--- src/rtl/fetch_pkg.sv ---
// rtl/fetch_pkg.sv - shared state encoding and constants for the instruction fetch unit
package fetch_pkg;

    typedef enum logic [1:0] {
        IDLE,
        REQ,
        HOLD,
        ERR
    } fetch_state_t;

    localparam logic [31:0] INSTR_STEP = 32'd4;
    localparam logic [1:0]  ALIGN_MASK = 2'b11;

endpackage

--- src/rtl/fetch_watchdog.sv ---
// rtl/fetch_watchdog.sv - fetch request watchdog, built only with FETCH_TIMEOUT_EN
module fetch_watchdog #(
    parameter int TIMEOUT_CYCLES = 256
) (
    input  logic clk,
    input  logic reset,
    input  logic clear,
    input  logic enable,
    output logic expire
);

    localparam int CNT_W = $clog2(TIMEOUT_CYCLES + 1);

    logic [CNT_W-1:0] cnt_q;
    logic [CNT_W-1:0] cnt_d;

    // Expire on the TIMEOUT_CYCLES-th waiting cycle so the error lands right after it.
    assign expire = enable && (cnt_q == CNT_W'(TIMEOUT_CYCLES - 1));

    always_comb begin
        cnt_d = cnt_q;
        if (clear) begin
            cnt_d = '0;
        end else if (enable) begin
            cnt_d = cnt_q + 1'b1;
        end
    end

    always_ff @(posedge clk or posedge reset) begin
        if (reset) begin
            cnt_q <= '0;
        end else begin
            cnt_q <= cnt_d;
        end
    end

endmodule

--- src/rtl/instr_fetch_unit.sv ---
// rtl/instr_fetch_unit.sv - fetch stage with req/ack imem read; FETCH_TIMEOUT_EN adds a request watchdog
module instr_fetch_unit
    import fetch_pkg::*;
#(
    parameter int ADDR_W         = 32,
    parameter int INSTR_W        = 32,
    parameter int TIMEOUT_CYCLES = 256
) (
    input  logic               clk,
    input  logic               reset,
    input  logic [ADDR_W-1:0]  pc_in,
    output logic [31:0]        pc_increment,
    output logic               imem_req,
    output logic [ADDR_W-1:0]  imem_addr,
    input  logic               imem_ack,
    input  logic [INSTR_W-1:0] imem_rdata,
    output logic [INSTR_W-1:0] instr_out,
    output logic               instr_valid,
    input  logic               instr_ready,
    input  logic               branch_taken,
    input  logic [31:0]        branch_offset,
    output logic               fetch_err,
    output logic [31:0]        instr_count
);

    fetch_state_t       state_q, state_d;
    logic [INSTR_W-1:0] instr_q, instr_d;
    logic [31:0]        count_q, count_d;

    logic misaligned;
    logic accept;
    logic wd_expire;

    assign misaligned = (pc_in[1:0] & ALIGN_MASK) != 2'b00;
    assign accept     = (state_q == HOLD) && instr_ready;

`ifdef FETCH_TIMEOUT_EN
    fetch_watchdog #(
        .TIMEOUT_CYCLES(TIMEOUT_CYCLES)
    ) u_watchdog (
        .clk    (clk),
        .reset  (reset),
        .clear  (state_q != REQ),
        .enable ((state_q == REQ) && !misaligned && !imem_ack),
        .expire (wd_expire)
    );
`else
    assign wd_expire = 1'b0;
`endif

    always_comb begin
        state_d      = state_q;
        instr_d      = instr_q;
        count_d      = count_q;
        imem_req     = 1'b0;
        imem_addr    = '0;
        instr_valid  = 1'b0;
        fetch_err    = 1'b0;
        pc_increment = 32'd0;

        case (state_q)
            IDLE: begin
                state_d = REQ;
            end
            REQ: begin
                // PC is held steady here because the increment is forced to zero.
                imem_addr = pc_in;
                if (misaligned) begin
                    state_d = ERR;
                end else begin
                    imem_req = 1'b1;
                    if (imem_ack) begin
                        instr_d = imem_rdata;
                        state_d = HOLD;
                    end else if (wd_expire) begin
                        state_d = ERR;
                    end
                end
            end
            HOLD: begin
                instr_valid = 1'b1;
                if (accept) begin
                    count_d      = count_q + 32'd1;
                    pc_increment = branch_taken ? branch_offset : INSTR_STEP;
                    state_d      = REQ;
                end
            end
            ERR: begin
                fetch_err = 1'b1;
            end
            default: begin
                state_d = IDLE;
            end
        endcase
    end

    always_ff @(posedge clk or posedge reset) begin
        if (reset) begin
            state_q <= IDLE;
            instr_q <= '0;
            count_q <= 32'd0;
        end else begin
            state_q <= state_d;
            instr_q <= instr_d;
            count_q <= count_d;
        end
    end

    assign instr_out   = instr_q;
    assign instr_count = count_q;

endmodule

--- config.mk ---
export PLATFORM = sky130hd
export DESIGN_NAME = instr_fetch_unit
export DESIGN_NICKNAME = d
export VERILOG_FILES = /design/src/rtl/fetch_pkg.sv /design/src/rtl/fetch_watchdog.sv /design/src/rtl/instr_fetch_unit.sv
export SDC_FILE = /design/constraint.sdc
export NUM_CORES = 1
export LEC_CHECK = 0
export BUFFER_PORTS_ARGS = -buffer_cell sky130_fd_sc_hd__buf_4
export CAP_MARGIN = 5
export CORE_AREA = 2 2 90 92
export CTS_CLUSTER_SIZE = 40
export DETAILED_ROUTE_END_ITERATION = 10
export DIE_AREA = 0 0 92 94
export GPL_TIMING_DRIVEN = 0
export PLACE_DENSITY = 0.88
export SLEW_MARGIN = 10
export SYNTH_ARGS = -nofsm -noshare
export SYNTH_HDL_FRONTEND = slang
export SYNTH_SLANG_ARGS = --single-unit
--- constraint.sdc ---
create_clock -name clk -period 4.05 [get_ports clk]
set_input_delay 0 -clock clk [delete_from_list [all_inputs] [get_ports clk]]
set_output_delay 0 -clock clk [all_outputs]
set_load 0.05 [all_outputs]
# Word-level counts from Yosys, hierarchy flattened
# Cells that the tools add are included.
# Widths: inputs -> output; s select.
[word_totals]
register_bits = 66
wordCells = 29
[op_classes]
addsub = 1
n_eq_ne = 5
n_mux = 12
bitwise_logic = 1
reduce_logical = 7
[ops]
columns = ["operator", "count"]
rows = [
  ["$mux 32", 4],
  ["$add 32x1->32 const B", 1],
  ["$mux 2", 3],
  ["$pmux 2 s3", 1],
  ["$reduce_and 3->1", 2],
  ["$eq 2x2->1 const B", 2],
  ["$mux 1", 4],
  ["$ne 3x3->1 const B", 1],
  ["$reduce_bool 3->1", 1],
  ["$eq 2x1->1 const B", 1],
  ["$logic_not 2->1", 1],
  ["$ne 2x2->1 const B", 1],
  ["$reduce_and 2->1", 1],
  ["$reduce_bool 2->1", 1],
  ["$logic_and 1x1->1", 1],
  ["$not 1->1", 1],
]

# Longest topological paths before layout
# Gate-level depths: netlist of the first run.
[logic_depth]
word_depth = 4
depth_mapped = 5
mapped_depth_nobuf = 5

# Worst setup path before layout of the first run
# OpenSTA, ideal clock, no wires.
[synth_path]
kind = "register to output"
from = "register state_q[1]"
to = "output port pc_increment[0]"
arrival_time_ns = 2.076
required_time_ns = 4.050
slack_ns = 1.974
path_stages_with_launch = 6
path_buffers = 1
path_cell_list = "dfrtp_1 > inv_1 > nor2_1 > and3_1 > clkbuf_1 > and2_1"
[synth_between]
elab_chain_cells = 4
[synth_rtl]
columns = ["item", "line_no", "source"]
rows = [
  ["start: declaration", "instr_fetch_unit.sv:26", "fetch_state_t state_q, state_d;"],
  ["start signal: assignment", "instr_fetch_unit.sv:103", "state_q <= state_d;"],
  ["$eq 2x2->1 (*)", "instr_fetch_unit.sv:35, instr_fetch_unit.sv:61", ""],
  ["$logic_and 1x1->1", "instr_fetch_unit.sv:35", "assign accept = (state_q == HOLD) && instr_ready;"],
  ["$mux 32", "instr_fetch_unit.sv:82", "if (accept) begin"],
  ["$mux 32 (*)", "instr_fetch_unit.sv:61", "case (state_q)"],
  ["end: declaration", "instr_fetch_unit.sv:12", "output logic [31:0] pc_increment,"],
]
# Every way passes the cells marked *; elsewhere a longest branch is shown, timed or not.

# Final worst setup path of the first run
[layout_path]
from = "register state_q[1]"
to = "output port pc_increment[5]"
# The elaborated chain is that of the path after synthesis.

==> flow_summary_export.csv, run 1 <==
group,metric,value,unit
sta,drv_slew,0,
critical_path,cp-start-kind,"flop",
sta,fmax,517,MHz
placement,portBuffers,231,
die,io_pins,232,
sta,rsz0062_at_grt,"no",
critical_path,cp_data_arrival_time,1.94,ns
grt,use_met2,0.491,
routing,ant_nets,0,
sta,finalHoldViolCount,0,
grt,grt_overflow,0,
die,num_rows,32,
routing,wire_per_inst,17.6,um
die,die_x,92,um
synth,yosys_register_bits,66,
final_layout,areaGrowthSynthToFinish,73.2,%
die,core_area,7610,um2
synth,synth-seq-area-share,0.495,
grt,grt.met3_usage,0.0610,
sta,tns,0,ns
cts,worstSkewPairLatency,0.33,ns
routing,initialDrtViolationCount,86,
routing,num_vias,3194,
grt,grt_antenna_before_repair,0,
critical_path,critPathRequiredTime,4.05,ns
power_and_ir_drop,sw_frac_of_total,0.227,
power_and_ir_drop,p_clk_frac,0.408,
cts,clockBufferDepth,2,
grt,grt_pass1_vias,3291,
power_and_ir_drop,p_leak,3.13,nW
placement,gp_congestion,0.831,
cts,cts_made_buffers,9,
cts,cts_resized,0,
synth,syn_area,3330,um2
synth,yosys_warnings,0,
die,die_height,94,um
critical_path,endpoint_kind,"output pin",
final_layout,fin_util,0.759,
cts,cts_setup_buffers,0,
synth,synth_edf_count,0,
power_and_ir_drop,p_int,0.00118,W
final_layout,diodes,0,
sta,maxSlewHeadroom,0.468,
power_and_ir_drop,peakVddDrop,0.000192,V
sta,finalSetupViolations,0,
synth,synth-main-ff-cell,"dfrtp_1",
grt,grt_use_total,0.266,
critical_path,rrSetupSlack,2.22,ns
critical_path,path_class,"flop to output pin",
critical_path,crit_fanout,10,
die,initial_core_util,0.438,
grt,grtUsageMet1,0.299,
sta,period_share,0.478,
placement,post-dp-hpwl,8.45,mm
synth,synth_cell_type_count,31,
cts,htree_levels,3,
grt,grt_busiest_layer,"met2",
routing,finalWirelength,11.6,mm
hold_path,min_path_type,"input port to flop",
power_and_ir_drop,pwr-share-comb,0.143,
routing,dr.pass1.iters,6,
power_and_ir_drop,p_switching,0.000347,W
power_and_ir_drop,seqPwrFrac,0.448,
cts,root_buffer,"clkbuf_8",
sta,skew,0.0137,ns
cts,cts.sinks,66,
final_layout,drive_above_1_share,0.520,
power_and_ir_drop,p_per_area,265,nW/um2
sta,period_minus_slack,1.94,ns
synth,async_flop_share,1.00,
power_and_ir_drop,fin_total_pwr,0.00153,W
cts,cts_tree,"built",
routing,via_per_inst,4.84,
cts,postCtsHoldBufs,35,
status,status,"complete, no violations",
sta,tightest_slew,0.797,ns
synth,syn_avg_cell_area,12.0,um2
grt,grt_max_degree,67,
cts,clkTransAtPathRegs,0.06,ns
routing,drc_errors,0,
run,drv_cap,0,
sta,holdWs,0.190,ns
grt,grt_pass1_wl,17.5,mm
synth,synth_fp_nets,380,
synth,syn_inst,278,
die,die_area,8650,um2
final_layout,fin_nets,657,
## cell type report
cell class	count	area (um2)
plain buffers	10	63.8
flip-flops and latches	66	1650
inverters	4	17.5
well taps	102	128
repair buffers	266	2080
clock inverters	2	60.1
multi-input cells	198	1600
clock buffers	12	165
fillers	516	1830
## cells by family (layout without fill, tap and decap cells)
kind of cell    Yosys count  count (layout)  synth area share
fa+ha+maj                 1               1           0.00375
mux                      33              33             0.144
buf+inv                  14             294            0.0236
simple gates            129             129             0.244
xor+xnor                 31              31            0.0814
compound gates            4               4           0.00825
flops                    66              66             0.495
## power groups by stage
stage / clock network [W] / logic (W) / registers, W
after floorplan: 0 / 0.0000302 / 0.000746
after global placement: 0 / 0.000185 / 0.000695
after detailed placement: 0 / 0.000189 / 0.000697
after CTS: 0.000632 / 0.000217 / 0.000684
after global routing: 0.000669 / 0.000230 / 0.000686
final: 0.000625 / 0.000219 / 0.000686
## worst max-delay path, cell delays in order (launching register included)
cell and delay, ns:
dfrtp_1 0.44, inv_1 0.10, nor2_1 0.16, and3_1 0.24, clkbuf_1 0.28, and2_1 0.20, buf_4 0.20
## layout by cell type (no fill, tap or decap), drive strengths merged, types with 2 or more instances in the layout
| master | Yosys | routed |
|---|---|---|
| buf | 4 | 235 |
| and2 | 68 | 68 |
| dfrtp | 66 | 66 |
| dlygate4sd3 | 0 | 35 |
| mux2 | 33 | 33 |
| xnor2 | 26 | 26 |
| clkbuf | 6 | 18 |
| nand4 | 16 | 16 |
| nand3 | 10 | 10 |
| nand2 | 10 | 10 |
| nor2 | 7 | 7 |
| and3 | 6 | 6 |
| xor2 | 5 | 5 |
| inv | 4 | 4 |
| nor3 | 3 | 3 |
| nor4 | 3 | 3 |
| and4 | 2 | 2 |
| bufinv | 0 | 2 |
## routing by layer
layer | vias to the layer above | routed length, um
met1 | 1541 | 4440
met4 | 0 | 293
met5 | - | 0
li1 | 1487 | -
met2 | 142 | 6280
met3 | 24 | 625
## cells in the mapped netlist (3+ instances only)
cell type / instances / area [um2]
and2_1: 68 / 425
dfrtp_1: 66 / 1650
mux2_4: 29 / 435
xnor2_1: 26 / 228
nand4_1: 16 / 100
nand3_1: 10 / 50.1
nand2_1: 9 / 33.8
and3_1: 6 / 37.5
clkbuf_1: 6 / 22.5
nor2_1: 6 / 22.5
xor2_1: 5 / 43.8
inv_1: 4 / 15.0
mux2_2: 4 / 45.0
buf_6: 3 / 33.8
## worst paths after layout
kind                                 startpoint               to  cells past startpoint
worst max-delay path                 state_q[1]  pc_increment[5]                      6
max in group asynchronous                 reset  instr_count[17]                      3
worst min register to register  instr_count[31]  instr_count[31]                      1
min in group asynchronous                 reset    instr_out[31]                      3
worst max register to register   instr_count[0]  instr_count[14]                      5
worst min-delay path                   imem_ack    instr_out[30]                      3
## stage by stage
step / cells / instance area [um2] / setup slack (ns)
2_1_floorplan: 278 / 3330 / 1.97
4_1_cts: 660 / 5770 / 2.08
3_5_place_dp: 611 / 5200 / 2.25
3_3_place_gp: 611 / 5200 / 1.70
5_1_grt: 660 / 5770 / 1.95
6_report: 660 / 5770 / 2.11
## registers in the layout (all words and copies together), names as in the netlist
| register | cells |
|---|---|
| state_q | 2 |
| instr_count | 32 |
| instr_out | 32 |
Power figures use the tool's default switching activity.
==> run 2, diff against run 1 <==
ABC_AREA = 1   (was default)
CORE_AREA = 2 2 97 99   (was 2 2 90 92)
DIE_AREA = 0 0 99 101   (was 0 0 92 94)
PLACE_DENSITY = 0.82   (was 0.88)
clock period = 1.85 ns   (was 4.05 ns; I/O delays follow)
==> flow_summary_export.csv, run 2 <==
group,metric,value,unit
grt,grt_overflow,0,
cts,clockBufferDepth,2,
status,status,"complete, no violations",
sta,period_minus_slack,1.78,ns
synth,async_flop_share,1.00,
sta,drv_slew,0,
power_and_ir_drop,p_int,0.00213,W
cts,clkTransAtPathRegs,0.07,ns
die,initial_core_util,0.416,
final_layout,seqCellArea,1650,um2
routing,drc_errors,0,
final_layout,multiInputGateArea,1790,um2
critical_path,worstRegToRegCells,8,
power_and_ir_drop,peakVddDrop,0.000314,V
final_layout,areaGrowthSynthToFinish,64.3,%
cts,htree_levels,3,
critical_path,crit_fanout,10,
critical_path,path_class,"flop to output pin",
synth,synth_cell_type_count,23,
die,die_x,99,um
sta,rsz0062_at_grt,"no",
cts,root_buffer,"clkbuf_8",
critical_path,endpoint_kind,"output pin",
synth,synth_fp_nets,640,
run,drv_cap,0,
placement,post_dp_cell_area,5600,um2
final_layout,mostFrequentLayoutCell,"buf_4",
placement,post-dp-hpwl,9.55,mm
sta,tns,0,ns
die,core_area,8980,um2
die,die_height,101,um
power_and_ir_drop,p_clk_frac,0.371,
hold_path,min_path_type,"input port to flop",
power_and_ir_drop,seqPwrFrac,0.517,
routing,dr.pass1.iters,4,
synth,yosys_warnings,0,
hold_path,min_path_cells,4,
grt,grt_max_degree,67,
power_and_ir_drop,p_per_area,455,nW/um2
die,io_pins,232,
sta,timing.final.ws_setup,0.0748,ns
grt,grt_pass1_vias,4723,
synth,netlist_top_cells_area,"dfrtp_1, nand2_1, nor2_1",
synth,synth.top_cell.area_share,0.443,
routing,wire_per_inst,14.8,um
sta,period_share,0.960,
cts,cts_tree,"built",
final_layout,fin_nets,914,
power_and_ir_drop,p_switching,0.000655,W
grt,grt_antenna_before_repair,0,
final_layout,final_cell_mix,"buf_4, nand2_1, nor2_1, dfrtp_1, inv_1",
routing,num_vias,4616,
hold_path,min_from,"instr_ready",
cts,cts_made_buffers,9,
synth,synth_area_leader_cell,"dfrtp_1",
power_and_ir_drop,pwr-share-comb,0.112,
critical_path,critPathRequiredTime,1.85,ns
critical_path,rrSetupSlack,0.33,ns
routing,via_per_inst,4.98,
sta,fmax,563,MHz
routing,initialDrtViolationCount,184,
die,die_area,10000,um2
synth,synth_edf_count,0,
synth,syn_inst,538,
synth,yosysMostFrequentCell,"nand2_1",
sta,tightest_slew,0.814,ns
synth,syn_avg_cell_area,6.94,um2
critical_path,worstReg2RegEnd,"instr_count[20]",
synth,synth-main-ff-cell,"dfrtp_1",
synth,syn_area,3730,um2
placement,gp_congestion,0.912,
grt,grt_use_total,0.274,
hold_path,whs_endpoint,"state_q[1]",
final_layout,drive_above_1_share,0.342,
cts,cts.sinks,66,
placement,dp_cells,879,
sta,skew,0.00740,ns
sta,finalHoldViolCount,0,
critical_path,r2r_start,"instr_count[1]",
grt,grt_pass1_wl,21.9,mm
sta,maxSlewHeadroom,0.457,
final_layout,finalNonFillerCells,926,
critical_path,cp-start-kind,"flop",
final_layout,final_area,6130,um2
synth,yosys_register_bits,66,
placement,pre_cts_slack,0.312,ns
power_and_ir_drop,sw_frac_of_total,0.235,
sta,finalSetupViolations,0,
routing,ant_nets,0,
cts,worstSkewPairLatency,0.34,ns
synth,synthTopCellsByCount,"nand2_1, nor2_1, dfrtp_1, inv_1, nand3_1",
synth,synth-seq-area-share,0.443,
final_layout,filler_cell_count,680,
die,num_rows,35,
power_and_ir_drop,p_leak,3.48,nW
final_layout,diodes,0,
critical_path,cp_data_arrival_time,1.78,ns
placement,portBuffers,230,
routing,finalWirelength,13.7,mm
-- run 2: cell families after synthesis --
group,count (synthesis),synth area share
compound gates,4,0.00536
xor+xnor,13,0.0305
fa+ha+maj,1,0.00335
buf+inv,76,0.0815
flops,66,0.443
simple gates,378,0.437
-- run 2: worst max-delay path, stage by stage, from the launching register on --
cell and delay (ns):
dfrtp_2 0.45, inv_2 0.09, nand3_4 0.14, buf_6 0.19, buf_2 0.19, nor2_2 0.18
buf_6 0.20
-- run 2: worst max-delay path by stage --
stage / slack [ns] / start / depth (start not counted) / to
6_report: 0.07 / state_q[0] / 6 / pc_increment[3]
2_1_floorplan: 0.13 / instr_count[1] / 8 / instr_count[26]
4_1_cts: 0.02 / state_q[0] / 6 / pc_increment[16]
3_5_place_dp: 0.31 / state_q[0] / 6 / pc_increment[4]
3_3_place_gp: -0.58 / reset / 2 / instr_out[22]
5_1_grt: 0.02 / state_q[0] / 6 / pc_increment[3]
-- run 2: area by class of cell --
class,count,share of cell area
flip-flops and latches,66,0.270
well taps,111,0.0227
plain buffers,20,0.0155
inverters,56,0.0347
clock inverters,4,0.00327
multi-input cells,396,0.293
clock buffers,10,0.0225
repair buffers,263,0.339
-- run 2: timing repair --
| item | CTS | global route |
|---|---|---|
| hold endpoints to repair | 98 | 0 |
| setup endpoints to repair | 3 | 13 |
| gates resized for setup | 5 | 10 |
| buffers inserted | 0 | 0 |
| hold buffers | 33 | 0 |
-- run 2: metal layers --
metal  track usage  vias to the layer above  wire length [um]
met5             0                        -                 0
met4         0.110                        0               327
met3        0.0957                       36              1580
met2         0.518                      269              7070
met1         0.274                     2135              4750
li1              -                     2176                 -
-- run 2: per-stage QoR --
| stage | hold WS [ns] | util | power, W |
|---|---|---|---|
| 2_1_floorplan | 0.145 | - | 0.00154 |
| 5_1_grt | 0.0463 | 0.683 | 0.00289 |
| 6_report | 0.00930 | 0.683 | 0.00279 |
| 3_5_place_dp | 0.224 | 0.624 | 0.00172 |
| 4_1_cts | 0.00733 | 0.680 | 0.00279 |
| 3_3_place_gp | 0.232 | 0.623 | 0.00171 |
-- run 2: power groups by stage --
stage / Combinational [W] / Clock [W] / Sequential (W)
floorplan: 0.0000662 / 0 / 0.00147
global placement: 0.000242 / 0 / 0.00147
detailed placement: 0.000249 / 0 / 0.00147
CTS: 0.000305 / 0.00104 / 0.00144
global route: 0.000339 / 0.00111 / 0.00144
finish: 0.000312 / 0.00103 / 0.00144
